==> src/rtl/bcd_timer_pkg.sv <==
// ============================================================================
// Module  : bcd_timer_pkg
// Brief   : Shared constants and FSM state type for the BCD countdown timer.
// Revision: 1.0 - initial release
// ============================================================================
`default_nettype none

package bcd_timer_pkg;

  localparam int          DIGIT_W = 4;
  localparam logic [3:0]  BCD_MAX = 4'd9;

  typedef enum logic [1:0] {
    IDLE   = 2'd0,
    RUN    = 2'd1,
    PAUSED = 2'd2
  } state_t;

endpackage

`default_nettype wire

==> src/rtl/bcd_down_digit.sv <==
// ============================================================================
// Module  : bcd_down_digit
// Brief   : One BCD decade of the down counter; wraps 0 -> 9 with a borrow.
// Revision: 1.0 - initial release
// ============================================================================
`default_nettype none

module bcd_down_digit
  import bcd_timer_pkg::*;
(
  input  logic               clk,
  input  logic               reset,
  input  logic               i_load,
  input  logic [DIGIT_W-1:0] i_load_digit,
  input  logic               i_borrow_in,
  output logic [DIGIT_W-1:0] o_digit,
  output logic               o_borrow_out
);

  logic [DIGIT_W-1:0] r_digit;

  always_ff @(posedge clk) begin
    if (reset) begin
      r_digit <= '0;
    end else if (i_load) begin
      r_digit <= i_load_digit;
    end else if (i_borrow_in) begin
      r_digit <= (r_digit == '0) ? BCD_MAX : (r_digit - 4'd1);
    end
  end

  // Borrow is combinational so the whole chain ripples in one cycle.
  assign o_borrow_out = i_borrow_in && (r_digit == '0);
  assign o_digit      = r_digit;

endmodule

`default_nettype wire

==> src/rtl/bcd_countdown_timer.sv <==
// ============================================================================
// Module  : bcd_countdown_timer
// Brief   : Multi-decade BCD countdown timer with load validation and expiry.
// Revision: 1.0 - initial release
// ============================================================================
`default_nettype none

module bcd_countdown_timer
  import bcd_timer_pkg::*;
#(
  parameter int DIGITS = 4
) (
  input  logic                    clk,
  input  logic                    reset,
  input  logic                    i_load,
  input  logic [4*DIGITS-1:0]     i_load_value,
  input  logic                    i_start,
  input  logic                    i_pause,
  input  logic                    i_tick,
  output logic [4*DIGITS-1:0]     o_count,
  output logic                    o_running,
  output logic                    o_zero,
  output logic                    o_expired,
  output logic                    o_load_err
);

  localparam int                c_count_w = DIGIT_W * DIGITS;
  localparam logic [c_count_w-1:0] c_one  = {{(c_count_w-1){1'b0}}, 1'b1};

  state_t                r_state;
  logic                  r_expired;
  logic                  r_load_err;
  logic                  w_load_ok;
  logic                  w_dec;
  logic                  w_is_one;
  logic [DIGITS:0]       w_borrow;
  logic [c_count_w-1:0]  w_count;
  logic                  w_unused_borrow;

  always_comb begin
    w_load_ok = 1'b1;
    for (int d = 0; d < DIGITS; d++) begin
      if (i_load_value[d*DIGIT_W +: DIGIT_W] > BCD_MAX) w_load_ok = 1'b0;
    end
  end

  assign w_is_one = (w_count == c_one);
  assign o_zero   = (w_count == '0);

  // A qualified tick: RUN, no pause or load this cycle, and never below zero.
  assign w_dec = (r_state == RUN) && i_tick && !i_pause && !i_load && !o_zero;

  assign w_borrow[0]     = w_dec;
  assign w_unused_borrow = w_borrow[DIGITS];

  for (genvar g = 0; g < DIGITS; g++) begin : g_digit
    bcd_down_digit u_digit (
      .clk          (clk),
      .reset        (reset),
      .i_load       (i_load && w_load_ok),
      .i_load_digit (i_load_value[g*DIGIT_W +: DIGIT_W]),
      .i_borrow_in  (w_borrow[g]),
      .o_digit      (w_count[g*DIGIT_W +: DIGIT_W]),
      .o_borrow_out (w_borrow[g+1])
    );
  end

  always_ff @(posedge clk) begin
    if (reset) begin
      r_state    <= IDLE;
      r_expired  <= 1'b0;
      r_load_err <= 1'b0;
    end else begin
      r_expired  <= 1'b0;
      r_load_err <= 1'b0;
      if (i_load) begin
        if (w_load_ok) r_state    <= IDLE;
        else           r_load_err <= 1'b1;
      end else begin
        case (r_state)
          IDLE: begin
            if (i_start && !o_zero) r_state <= RUN;
          end
          RUN: begin
            if (i_pause) begin
              r_state <= PAUSED;
            end else if (i_tick && w_is_one) begin
              r_state   <= IDLE;
              r_expired <= 1'b1;
            end
          end
          PAUSED: begin
            if (i_start) r_state <= RUN;
          end
          default: r_state <= IDLE;
        endcase
      end
    end
  end

  assign o_count    = w_count;
  assign o_running  = (r_state == RUN);
  assign o_expired  = r_expired;
  assign o_load_err = r_load_err;

endmodule

`default_nettype wire
==> config.mk <==
export PLATFORM = sky130hd
export DESIGN_NAME = bcd_countdown_timer
export DESIGN_NICKNAME = d
export VERILOG_FILES = /design/src/rtl/bcd_timer_pkg.sv /design/src/rtl/bcd_down_digit.sv /design/src/rtl/bcd_countdown_timer.sv
export SDC_FILE = /design/constraint.sdc
export NUM_CORES = 1
export LEC_CHECK = 0
export CORE_UTILIZATION = 44
export DETAILED_ROUTE_END_ITERATION = 10
export MAX_ROUTING_LAYER = met4
export PLACE_DENSITY = 0.78
export SLEW_MARGIN = 5
export SYNTH_ARGS = -nofsm -noshare
export SYNTH_HDL_FRONTEND = slang
export SYNTH_SLANG_ARGS = --single-unit
==> constraint.sdc <==
create_clock -name clk -period 1.9 [get_ports clk]
set_input_delay 0.285 -clock clk [delete_from_list [all_inputs] [get_ports clk]]
set_output_delay 0.285 -clock clk [all_outputs]
set_load 0.02 [all_outputs]
==> results of run 1 <==
[placed cells by master, fill, tap and decap left out, types with 3 or more instances in the layout]
cell             Yosys  layout
clkdlybuf4s50_1      0      40
buf_4                0      33
nor2_1              19      19
dfxtp_1             20      19
nor3_1              14      14
o21ai_0              6       6
nand2_1              7       6
a21oi_1              6       6
a211oi_1             7       6
xnor2_1              4       4
nor2b_1              4       4
inv_1                4       3
nand3_1              3       3
clkbuf_4             0       3
[per-stage QoR]
step / hold slack (ns) / utilization, % / total power (uW) / TNS (ns)
2_1_floorplan: 0.412 / - / 648 / 0
3_3_place_gp: 0.506 / 74.0 / 832 / -1.10
3_5_place_dp: 0.507 / 74.0 / 843 / -1.66
4_1_cts: 0.526 / 76.4 / 1200 / 0
5_1_grt: 0.577 / 77.7 / 1270 / -0.0476
6_report: 0.527 / 77.7 / 1220 / 0
[cell usage after synthesis (2+ instances only)]
cell	n
nor2b_1	4
nand4_1	2
dfxtp_1	20
nor2_2	2
nand2_1	7
inv_1	4
or4_1	2
nand3_2	2
a21oi_1	6
o21ai_0	6
a211oi_1	7
o211ai_1	2
and3_1	2
mux2i_1	2
or2_2	2
clkbuf_1	3
nor4_2	2
xnor2_1	4
o41ai_1	2
nor4_1	2
nor3_1	14
nand3_1	3
a2111oi_0	2
nor2_1	19
[cell type report]
type / instances / area [sq um] / area share (%)
clock inverter: 1 / 30.0 / 1.53
timing repair buffer: 74 / 659 / 33.7
sequential: 20 / 402 / 20.5
tap: 30 / 37.5 / 1.92
inverter: 4 / 15.0 / 0.766
multi-input combinational: 115 / 793 / 40.5
clock buffer: 3 / 22.5 / 1.15
[final timing paths]
path	from	end	slack, ns	cells after the start
worst max-delay path	g_digit[2].u_digit.o_digit[2]	o_zero	0.03	5
worst min-delay path	r_state[0]	r_state[0]	0.53	2
worst max register to register	g_digit[0].u_digit.o_digit[3]	g_digit[3].u_digit.o_digit[2]	0.05	6
worst min register to register	r_state[0]	r_state[0]	0.53	2
[logic make-up (layout without fill, tap and decap cells)]
| kind of cell | after synthesis | after routing | share of synthesized area (%) |
|---|---|---|---|
| mux | 2 | 2 | 1.67 |
| buf+inv | 9 | 82 | 2.92 |
| compound gates | 34 | 34 | 20.3 |
| flops | 20 | 20 | 33.4 |
| simple gates | 75 | 75 | 38.8 |
| xor+xnor | 4 | 4 | 2.92 |
[power groups by stage]
stage / sequential (uW) / combinational [uW] / clock (uW)
after floorplan: 493 / 154 / 0
after global placement: 461 / 370 / 0
after detailed placement: 463 / 380 / 0
after CTS: 454 / 388 / 360
after global routing: 456 / 439 / 375
final: 454 / 412 / 357
[state kept, by name, summed over array words and instances, names as in the netlist]
name	cells
o_expired	1
r_state	2
g_digit.u_digit.o_digit	16
o_load_err	1
[metal layers]
layer  vias to the layer above  wire length [um]  global-route usage, %
met1                       664              1590                   32.2
met5                         -                 0                      -
li1                        688                 -                      -
met3                         8               144                   3.39
met4                         0                63                   9.40
met2                        54              1930                   51.2
[worst register-to-register path, delay by kind of cell (launching register included)]
kind | cells | cell delay (ns)
simple gates | 3 | 1.01
compound gates | 2 | 0.18
buf+inv | 1 | 0.19
flops | 1 | 0.35
[what timing repair did]
action,CTS,global route
buffers inserted,0,1
pin swaps,0,3
hold buffers,0,0
setup endpoints to repair,1,4
resized for setup,8,6
==> flow_summary.toml, run 1 <==
[synthesis]
ys_seq_elements = 20
postSynthCellCount = 144
synth-seq-area-share_pct = 33.4
async_flop_share_pct = 0
netlist_area_sq_um = 1200
avgSynthCellArea_sq_um = 8.32
synth_warnings = 0
synthDistinctLibCells = 47
synth_edf_count = 0
syn_nets = 166
synth_flop_cell = "dfxtp_1"
synth_area_leaders = "dfxtp_1 33%, nor2_1 5.9%, nor3_1 5.8%"
yosysTopAreaCell = "dfxtp_1"
synth_top_area_share_pct = 33.4

[sta]
setup_ws_ns = 0.0316
rsz0062_at_grt = "yes"
tightest_slew_ns = 0.404
finalCritPeriodShare_pct = 98.3
finalSetupViolCount = 0
hold_viol_final = 0
finClkSkew_ns = 0.0168
slew-limit-headroom_pct = 72.8
slew_viol_final = 0
max_freq_ghz = 0.535
period_minus_slack_ns = 1.87

[cells_and_area]
syn_to_final_growth_pct = 63.5
layout-drive-gt1-share_pct = 28.6
stdcell_count = 247
diodes = 0
nets = 240
fill_cells = 187
final_area_sq_um = 1960

[floorplan]
dieArea_sq_um = 2940
io_pins = 42
die_w_um = 54.2
start_util_pct = 47.5
die_h_um = 54.2
coreArea_sq_um = 2520
row_count = 18

[clock_network]
cts_tree = "done"
clock_sinks = 20
clockRootBuffer = "clkbuf_4"
h-tree-depth = 1
clk_pin_slew_ns = 0.14
cts_buffers = 3
cts_buffer_depth = 2
worstSkewPairLatency_ns = 0.31

[critical_path]
critical-path-top-delay-family = "simple AND/OR/NAND/NOR gates"
crit_arrival_ns = 1.58
max_stage_delay_ns = 0.55
critPathKind = "reg2out"
path_cells = "or4_4 -> nor2_4 -> nand2_2 -> inv_2 -> buf_6"
worst_setup_path_start_kind = "register"
slowest_stage = "or4_4"
required_ns = 1.62
worst-path-buf-inv = 2
critPathMaxFanout = 2
worst_setup_path_end_kind = "output pin"

[pwr]
power.share.combinational_pct = 33.7
cellPowerDensity_nw_per_um2 = 624
ir_drop_v = 0.000433
power_switching_uw = 358
power_frac_clock_pct = 29.2
power_frac_seq_pct = 37.1
leakagePower_uw = 0.000744
p_int_uw = 866
switching_share_pct = 29.2

[placement]
place_ws_ns = -0.179
portBuffers = 41
placed_area_sq_um = 1870
dp.cells = 242
hpwl_um = 2900
gp_congestion = 0.934

[global_route]
overflow = 0
grt_pass1_wl_um = 5920
grt_usage_pct = 28.5
grt_max_degree = 20
antenna_found_initial = 0
grt_pass1_vias = 1349

[route]
drc = 0
via_count = 1414
final_antenna_net_count = 0
routed_wl_um = 3730
wl_per_cell_um = 15.1
viasPerCell = 5.72
firstDrtPassIters = 4
drtIter0Drc = 24

[run_status]
status = "complete, no violations"

[worst_hold_path]
hold_path.class = "reg2reg"

[job]
max_cap_viol_count = 0
Power figures use the tool's default switching activity.
==> inputs of run 2 (changes only) <==
--- a/config.mk
+++ b/config.mk
@@ -5,10 +5,11 @@
 export SDC_FILE = /design/constraint.sdc
 export NUM_CORES = 1
 export LEC_CHECK = 0
-export CORE_UTILIZATION = 44
+export CORE_UTILIZATION = 57
 export DETAILED_ROUTE_END_ITERATION = 10
+export DONT_BUFFER_PORTS = 1
 export MAX_ROUTING_LAYER = met4
-export PLACE_DENSITY = 0.78
+export PLACE_DENSITY = 0.72
 export SLEW_MARGIN = 5
 export SYNTH_ARGS = -nofsm -noshare
 export SYNTH_HDL_FRONTEND = slang
==> run 2 against run 1 <==
  * Combinational power decreased by 37%
  * Sequential share of layout area increased by 8.2 points
  * Non-clock buffer count decreased by 53
  * Clock power decreased by 41%
  * Clock-buffer cell count unchanged
  * Largest cell class unchanged
==> flow_summary.toml, run 2 (same netlist as run 1, synthesis figures left out) <==
[route]
final_antenna_net_count = 0
via_count = 1195
viasPerCell = 6.29
drc = 0
wl_per_cell_um = 16.1
drtIter0Drc = 27
firstDrtPassIters = 4
routed_wl_um = 3060

[sta]
max_freq_ghz = 0.548
final.setup.tns_ns = 0
setup_ws_ns = 0.0736
finClkSkew_ns = 0.00486
hold_slack_ns = 0.0153
rsz0062_at_grt = "no"
hold_viol_final = 0
slew-limit-headroom_pct = 68.9
finalCritPeriodShare_pct = 96.1
period_minus_slack_ns = 1.83
tightest_slew_ns = 0.466
slew_viol_final = 0
finalSetupViolCount = 0

[critical_path]
startpoint = "g_digit[2].u_digit.o_digit[1]"
reg2regPathDepth = 5
rr_startpoint = "g_digit[2].u_digit.o_digit[1]"
slowest_stage = "or4_4"
crit_arrival_ns = 1.54
critPathKind = "reg2out"
worst_setup_path_end_kind = "output pin"
critical-path-top-delay-family = "simple AND/OR/NAND/NOR gates"
worst_setup_path_start_kind = "register"
path_cells = "or4_4 -> nor2_4 -> nand2_1 -> inv_2"
critPathMaxFanout = 6
worst-path-buf-inv = 1
required_ns = 1.62
max_stage_delay_ns = 0.53
timing.rr.end = "g_digit[3].u_digit.o_digit[2]"
regToRegSetupSlack_ns = 0.16

[cells_and_area]
syn_to_final_growth_pct = 16.9
fill_cells = 178
diodes = 0
largest_reg_flops = 16
layout.cells.most_common = "buf_4"
layout-drive-gt1-share_pct = 27.6
final_cell_mix = "21 x buf_4, 19 x nor2_1, 19 x dfxtp_1, 14 x nor3_1"
nets = 187
finish.utilization_pct = 71.4

[run_status]
status = "complete, no violations"

[placement]
place_ws_ns = 0.145
hpwl_um = 2300
portBuffers = 0
gp_congestion = 0.867

[clock_network]
cts_buffers = 3
cts_tree = "done"
cts_buffer_depth = 2
h-tree-depth = 1
worstSkewPairLatency_ns = 0.31
cts_hold_buf = 0
clock_sinks = 20
clockRootBuffer = "clkbuf_4"
clk_pin_slew_ns = 0.11

[job]
max_cap_viol_count = 0

[global_route]
grt_pass1_vias = 1063
grt_pass1_wl_um = 4490
overflow = 0
grt_usage_pct = 29.9
antenna_found_initial = 0
grt_max_degree = 20

[floorplan]
row_count = 16
dieArea_sq_um = 2290
start_util_pct = 61.1
coreArea_sq_um = 1960
io_pins = 42
die_w_um = 47.9
die_h_um = 47.9

[worst_hold_path]
min_path_cells = 1
hold-path-endpoint = "g_digit[2].u_digit.o_digit[1]"
hold_path.class = "in2reg"
hold_path_startpoint = "reset"

[pwr]
cellPowerDensity_nw_per_um2 = 662
power_uw = 927
ir_drop_v = 0.000552
leakagePower_uw = 0.000513
## run 2: cell count changes in the layout (fill, tap and decap cells not counted), sizes merged
cell	before	now
bufinv	1	0
buf	34	21
clkdlybuf4s50	40	0
## run 2: final cells by class
cell class	instances	area, sq um	area share (%)
Sequential cell	20	402	28.7
Multi-Input combinational cell	115	771	55.0
Timing Repair Buffer	21	158	11.3
Tap cell	27	33.8	2.41
Clock buffer	3	22.5	1.61
Inverter	4	15.0	1.07
## run 2: report_power, final
part / switching, uW / internal (uW) / total [uW]
clock network: 137 / 74.2 / 211
logic: 153 / 106 / 259
registers: 18.9 / 439 / 458
total: 308 / 619 / 927
## run 2: what timing repair did
| action | CTS | global route |
|---|---|---|
| setup endpoints to repair | 1 | 2 |
| buffers inserted | 1 | 1 |
| pin swaps | 1 | 1 |
| resized for setup | 1 | 3 |
## run 2: metal layers
layer	GRT usage, %	wire length, um	vias up
li1	-	-	585
met1	36.7	1360	555
met2	46.5	1460	49
met3	5.28	189	6
met4	15.0	39	0
met5	-	0	-
## run 2: worst max-delay path by stage
stage / endpoint / slack [ns] / depth (start not counted)
floorplan: g_digit[3].u_digit.o_digit[2] / 0.18 / 5
global placement: g_digit[3].u_digit.o_digit[2] / 0.20 / 5
detailed placement: g_digit[3].u_digit.o_digit[2] / 0.14 / 5
CTS: o_zero / 0.01 / 4
global route: o_zero / 0.005 / 4
finish: o_zero / 0.07 / 4
## run 2: through the flow
step                      std cells  instance area, sq um
after CTS                       189                  1390
after global routing            190                  1400
after floorplan                 144                  1200
final                           190                  1400
after global placement          185                  1360
after detailed placement        185                  1360
## run 2: worst reg2reg max path, delay by kind of cell, from the launching register on
kind               cells  cell delay [ns]
and+or+nand+nor        3             1.11
AOI/OAI and AO/OA      2             0.18
DFF                    1             0.36
==> inputs of run 3 (changes only) <==
--- a/config.mk
+++ b/config.mk
@@ -5,6 +5,7 @@
 export SDC_FILE = /design/constraint.sdc
 export NUM_CORES = 1
 export LEC_CHECK = 0
+export CORE_MARGIN = 2
 export CORE_UTILIZATION = 57
 export DETAILED_ROUTE_END_ITERATION = 10
 export DONT_BUFFER_PORTS = 1
==> run 3 against run 2 <==
  * Via count shrank 3.1%
  * Worst setup slack better by 0.00094 ns
  * Sequential cell count unchanged
  * Largest power group unchanged
  * Cell count up 0.53%
  * Die area is 8.5% higher
  * Fmax about the same
  * Non-clock buffer count did not move
  * Clock power up 69%
==> flow_summary.toml, run 3 (same netlist as run 1, synthesis figures left out) <==
[global_route]
overflow = 0
grt_pass1_wl_um = 5190
antenna_found_initial = 0
grt_max_degree = 20
grt_usage_pct = 28.5
grt_pass1_vias = 1112

[floorplan]
dieArea_sq_um = 2490
start_util_pct = 60.5
row_count = 16
die_h_um = 49.9
coreArea_sq_um = 1980
die_w_um = 49.9
io_pins = 42

[cells_and_area]
layout-drive-gt1-share_pct = 27.4
largest_reg_flops = 16
syn_to_final_growth_pct = 19.6
nets = 187
diodes = 0
finish.utilization_pct = 72.3
layout.cells.most_common = "buf_4"
fill_cells = 154
stdcell_count = 191
final_cell_mix = "20 x buf_4, 19 x nor2_1, 19 x dfxtp_1, 14 x nor3_1"

[sta]
tightest_slew_ns = 0.479
hold_viol_final = 0
setup_ws_ns = 0.0746
rsz0062_at_grt = "no"
slew-limit-headroom_pct = 68.0
finClkSkew_ns = 0.00703
max_freq_ghz = 0.548
finalCritPeriodShare_pct = 96.1
slew_viol_final = 0
final.setup.tns_ns = 0
finalSetupViolCount = 0
period_minus_slack_ns = 1.83

[pwr]
cellPowerDensity_nw_per_um2 = 748
leakagePower_uw = 0.000526
power_uw = 1070
ir_drop_v = 0.000619

[placement]
dp.cells = 185
place_ws_ns = 0.142
gp_congestion = 0.896
hpwl_um = 2380
portBuffers = 0

[route]
final_antenna_net_count = 0
firstDrtPassIters = 4
wl_per_cell_um = 16.0
drc = 0
drtIter0Drc = 19
via_count = 1158
routed_wl_um = 3060
viasPerCell = 6.06

[clock_network]
worstSkewPairLatency_ns = 0.32
cts_tree = "done"
cts_buffer_depth = 2
clock_sinks = 20
h-tree-depth = 1
clockRootBuffer = "clkbuf_4"
cts_buffers = 3
clk_pin_slew_ns = 0.11

[run_status]
status = "complete, no violations"

[critical_path]
critPathKind = "reg2out"
critPathMaxFanout = 3
worst_setup_path_start_kind = "register"
required_ns = 1.62
crit_arrival_ns = 1.54
worst_setup_path_end_kind = "output pin"

[job]
max_cap_viol_count = 0

[worst_hold_path]
hold_path.class = "in2reg"
-- run 3: cell type report --
type / instances / area [sq um] / share of cell area (%)
flip-flops and latches: 20 / 402 / 28.0
multi-input cells: 115 / 771 / 53.8
well taps: 27 / 33.8 / 2.36
clock buffers: 3 / 22.5 / 1.57
clock inverters: 1 / 30.0 / 2.09
repair buffers: 21 / 160 / 11.2
inverters: 4 / 15.0 / 1.05
-- run 3: repair_timing --
action / 4_1_cts / 5_1_grt
pin swaps: 1 / 0
hold buffers: 0 / 1
buffers inserted: 1 / 0
gates resized for setup: 1 / 3
setup endpoints to repair: 1 / 1
hold endpoints to repair: 0 / 4
-- run 3: power by group --
part,switching [uW],internal [uW]
Combinational,150,107
Sequential,19.1,439
Clock,144,214
-- run 3: final timing paths --
| path | end | startpoint | slack (ns) | cells past startpoint |
|---|---|---|---|---|
| setup / recovery | o_zero | g_digit[2].u_digit.o_digit[0] | 0.07 | 4 |
| hold / removal | g_digit[2].u_digit.o_digit[0] | reset | 0.02 | 1 |
| hold reg to reg | r_state[0] | r_state[0] | 0.52 | 2 |
| setup reg to reg | g_digit[3].u_digit.o_digit[2] | r_state[1] | 0.12 | 5 |
-- run 3: per-stage QoR --
step                hold WS, ns  area, sq um
global route            0.00111         1430
CTS                     0.00780         1420
detailed placement        0.354         1360
floorplan                 0.412         1200
global placement          0.353         1360
finish                   0.0226         1430
-- run 3: worst max-delay path, stage by stage, from the launching register on --
cell,delay [ns]
dfxtp_1,0.35
or4_4,0.55
nor2_4,0.13
nand2_1,0.09
inv_2,0.11
-- run 3: per-layer routing --
layer  track usage, %  up-vias  wire [um]
met3             6.36        5        203
met2             46.4       37       1470
met5                -        -          0
met4             11.1        0         55
li1                 -      587          -
met1             34.3      529       1330
